===== config.mk =====
export PLATFORM = sky130hd
export DESIGN_NAME = bm_uniform_packer
export DESIGN_NICKNAME = d
export VERILOG_FILES = /design/src/rtl/bm_uniform_packer.sv
export SDC_FILE = /design/constraint.sdc
export NUM_CORES = 1
export LEC_CHECK = 0
export ABC_AREA = 0
export ABC_CLOCK_PERIOD_IN_PS = 6800
export CORE_MARGIN = 5
export CORE_UTILIZATION = 55
export DETAILED_ROUTE_END_ITERATION = 6
export DONT_BUFFER_PORTS = 1
export PLACE_DENSITY_LB_ADDON = 0.05
export SLEW_MARGIN = 20
export SYNTH_ARGS = -nofsm -noshare
export SYNTH_HDL_FRONTEND = slang
export SYNTH_SLANG_ARGS = --single-unit

===== constraint.sdc =====
create_clock -name clk -period 6.8 [get_ports clk]
set_input_delay 1.36 -clock clk [delete_from_list [all_inputs] [get_ports clk]]
set_output_delay 1.36 -clock clk [all_outputs]
set_load 0.02 [all_outputs]

===== src/rtl/bm_uniform_packer.sv =====
// Pairs 32-bit Tausworthe words into (u0, u1) uniforms for the Box-Muller datapath,
// rejects u0 == 0 pairs and buffers accepted pairs in a 2-entry valid/ready FIFO.
module bm_uniform_packer #(
  parameter int DROP_CNT_W = 16
) (
  input  logic                  clk,
  input  logic                  reset,
  input  logic [31:0]           y,
  input  logic                  y_valid,
  output logic                  y_ready,
  output logic [47:0]           u0,
  output logic [15:0]           u1,
  output logic                  uv_valid,
  input  logic                  uv_ready,
  output logic [DROP_CNT_W-1:0] drop_cnt
);

  typedef enum logic {EMPTY, HALF} state_t;

  state_t      state, state_next;
  logic [31:0] w0;
  logic [63:0] mem [2];
  logic        rd_ptr, wr_ptr;
  logic [1:0]  count;
  logic        word_xfer, load_w0, pair_done, push, pop, drop;
  logic [47:0] pair_u0;

  // y_ready depends only on registered occupancy, never on uv_ready
  assign y_ready   = !reset && (count < 2'd2);
  assign word_xfer = y_valid && y_ready;
  assign pair_u0   = {w0, y[31:16]};
  assign uv_valid  = (count != 2'd0);
  assign pop       = uv_valid && uv_ready;
  assign {u0, u1}  = mem[rd_ptr];

  always_ff @(posedge clk) begin
    if (reset) state <= EMPTY;
    else       state <= state_next;
  end

  always_comb begin
    state_next = state;
    case (state)
      EMPTY:   if (word_xfer) state_next = HALF;
      HALF:    if (word_xfer) state_next = EMPTY;
      default: state_next = EMPTY;
    endcase
  end

  always_comb begin
    load_w0   = 1'b0;
    pair_done = 1'b0;
    if (word_xfer) begin
      load_w0   = (state == EMPTY);
      pair_done = (state == HALF);
    end
    push = pair_done && (pair_u0 != 48'h0);
    drop = pair_done && (pair_u0 == 48'h0);
  end

  // A push at count 2 cannot happen since y_ready is low there
  always_ff @(posedge clk) begin
    if (reset) begin
      w0       <= '0;
      mem[0]   <= '0;
      mem[1]   <= '0;
      rd_ptr   <= 1'b0;
      wr_ptr   <= 1'b0;
      count    <= 2'd0;
      drop_cnt <= '0;
    end else begin
      if (load_w0) w0 <= y;
      if (push) begin
        mem[wr_ptr] <= {pair_u0, y[15:0]};
        wr_ptr      <= ~wr_ptr;
      end
      if (pop) rd_ptr <= ~rd_ptr;
      case ({push, pop})
        2'b10:   count <= count + 2'd1;
        2'b01:   count <= count - 2'd1;
        default: count <= count;
      endcase
      if (drop && (drop_cnt != {DROP_CNT_W{1'b1}})) drop_cnt <= drop_cnt + 1'b1;
    end
  end

endmodule


==> results.json <==
{
  "end_kind": "register",
  "synth_compound_area_share_pct": 2.70,
  "fin_util_pct": 61.3,
  "dr.pass1.iters": 5,
  "yosys-top-cells-count": "and2_1, edfxtp_1, mux2_2",
  "worst_pin_slew_ns": 1.11,
  "p_per_area_mw_per_mm2": 277,
  "setup_viol": 0,
  "critPathRequiredTime_ns": 6.92,
  "slowest_delay_ns": 0.75,
  "grt_use_total_pct": 19.5,
  "numCtsBuffers": 17,
  "rsz0062_at_grt": "false",
  "synth_area_per_cell_um2": 13.2,
  "cp_max_fo": 34,
  "finalCritPeriodShare_pct": 54.4,
  "cts_buffer_depth": 2,
  "grt.overflow.total": 0,
  "vias": 4417,
  "cpMaxStageDelayCell": "o31ai_1",
  "synth_top_area_share_pct": 49.4,
  "postPlaceCellArea_mm2": 0.00792,
  "ys_warn_count": 0,
  "dp_hpwl_mm": 9.48,
  "wl_per_cell_um": 20.0,
  "ir_worst_vdd_uv": 154,
  "synth_seq_cells": 182,
  "drive_gt1_share_pct": 18.1,
  "synth_flop_cell": "edfxtp_1",
  "n_antenna_cell": 0,
  "dp_slack_ns": 2.63,
  "critPathBufInv": 1,
  "cts_resized": 0,
  "io_pins": 118,
  "syn-num-nets": 630,
  "synthAdderAreaFrac_pct": 0.644,
  "muxShareOfSynthArea_pct": 13.7,
  "path_cells": "nor4_1, nand4_1, o31ai_1, o21bai_4, buf_4",
  "start_util_pct": 56.0,
  "finClkSkew_ns": 0.00921,
  "antenna_found_initial": 0,
  "worstPathArrival_ns": 3.82,
  "status": "complete, no violations",
  "setup_slack_ns": 3.10,
  "synth_top_family_by_area": "simple AND/OR/NAND/NOR gates",
  "hold_buffers": 0,
  "die_h_um": 129,
  "finalHoldViolations": 0,
  "cts_max_level": 4,
  "synth-simple-area-share_pct": 17.2,
  "max_freq_ghz": 0.271,
  "cp_top_family": "compound AO/OA/AOI/OAI gates",
  "core_mm2": 0.0139,
  "fin_nets": 618,
  "grt_max_degree": 65,
  "fin_tns_setup_ns": 0,
  "grt_pass1_wl_mm": 24.7,
  "hold_ws_ns": 0.523,
  "syn_to_final_growth_pct": 9.36,
  "yosys.area.top_type": "edfxtp_1",
  "tritoncts": "yes",
  "cts_setup_buffers": 0,
  "root_buffer": "clkbuf_16",
  "finalCriticalPeriod_ns": 3.70,
  "syn-cell-area_mm2": 0.00778,
  "first_iter_violations": 215,
  "max-slew-margin-rel_pct": 26.3,
  "grt_pass1_vias": 4504,
  "drc": 0,
  "clkLatencyLatePin_ns": 0.42,
  "drv_cap": 0,
  "synthCells": 590,
  "slew_violations": 0,
  "cts_sinks": 182,
  "fp.dieW_um": 129,
  "fin_area_mm2": 0.00850,
  "dieArea_mm2": 0.0166,
  "yosysSeqAreaShare_pct": 63.3,
  "leakagePower_nw": 3.05,
  "avgViaCountPerCell": 5.73,
  "clk_pin_slew_ns": 0.06,
  "ys_types": 35,
  "place.gp.congestion": 0.734,
  "synth_xor_area_share_pct": 0.451,
  "yosysMostFrequentCell": "and2_1",
  "antenna_left": 0,
  "critPathKind": "input port to register",
  "synth_edf_count": 128,
  "start_kind": "input port",
  "io_buffers": 0,
  "synthTopCellsByArea": "edfxtp_1, dfxtp_1, and2_1, mux2_2, mux2i_1",
  "hold_class": "register to register",
  "rows": 43,
  "synthArstFlopShare_pct": 0,
  "wirelength_mm": 15.4
}
through the flow:
step                      power [mW]  cells
after floorplan                 1.41    590
after detailed placement        1.44    739
final                           2.35    771
after global routing            2.44    771
after global placement          1.44    739
after CTS                       2.38    771
where the power goes:
group	leakage [nW]	internal (mW)	total, mW	switching [mW]
Clock	0.281	0.549	0.939	0.390
Combinational	0.996	0.0568	0.155	0.0985
Sequential	1.77	1.23	1.26	0.0303
Total	3.05	1.83	2.35	0.519
worst min-delay path: cells and delay by family (launching register included):
family	cells	cell delay, ns
DFF	1	0.33
and+or+nand+nor	1	0.08
xor gates and xnor gates	1	0.09
sequential cells by signal, indices dropped and copies added (netlist names), named ones only:
name,count
count,2
mem,128
drop_cnt,16
state,1
rd_ptr,1
wr_ptr,1
w0,32
area by class of cell:
cell class	instances	area [µm²]
clock buffers	27	544
clock inverters	5	35.0
fillers	1094	5380
inverters	4	15.0
multi-input cells	369	2730
flip-flops and latches	182	4930
well taps	180	225
repair buffers	4	30.0
layer usage:
| metal | track usage (%) | vias up | part of all wire, % |
|---|---|---|---|
| met2 | 32.0 | 119 | 48 |
| li1 | - | 2108 | - |
| met4 | 6.73 | 0 | 1.8 |
| met3 | 6.60 | 20 | 7.2 |
| met1 | 24.2 | 2170 | 43 |
| met5 | 0 | - | 0 |
final timing paths:
check                start         end  slack [ns]  cells past startpoint
setup reg to reg  count[1]  mem[0][22]        3.69                      6
setup / recovery     y[24]  mem[0][22]        3.10                      5
hold / removal      rd_ptr      rd_ptr        0.52                      2
hold reg to reg     rd_ptr      rd_ptr        0.52                      2
cells by family (layout without fill, tap and decap cells):
family / Yosys count / in the layout
adders and majority gates: 4 / 4
buffers and inverters: 39 / 40
muxes: 98 / 98
and+or+nand+nor: 229 / 229
AOI/OAI and AO/OA: 34 / 34
xor gates and xnor gates: 4 / 4
DFF: 182 / 182
cell usage in the layout, fill, tap and decap left out, types with 2 or more instances in the layout:
cell	Yosys	routed
nand2_1	5	5
or3_1	3	3
xor2_1	2	2
nand3_1	3	3
o31ai_1	12	12
inv_1	4	4
nor4_1	13	13
nor2_1	41	40
clkbuf_8	0	6
a21oi_1	15	15
or4_1	12	12
mux2i_1	33	33
mux2_2	64	64
nand4_1	8	8
nand2b_1	2	2
and2_1	131	131
and4_1	2	2
ha_1	4	3
dfxtp_1	54	53
clkbuf_1	27	3
xnor2_1	2	2
clkinvlp_4	0	2
o21ai_0	4	4
buf_4	0	4
or2_2	3	2
edfxtp_1	128	128
clkbuf_16	0	18
Note: power is estimated with default switching activity, not from simulation.
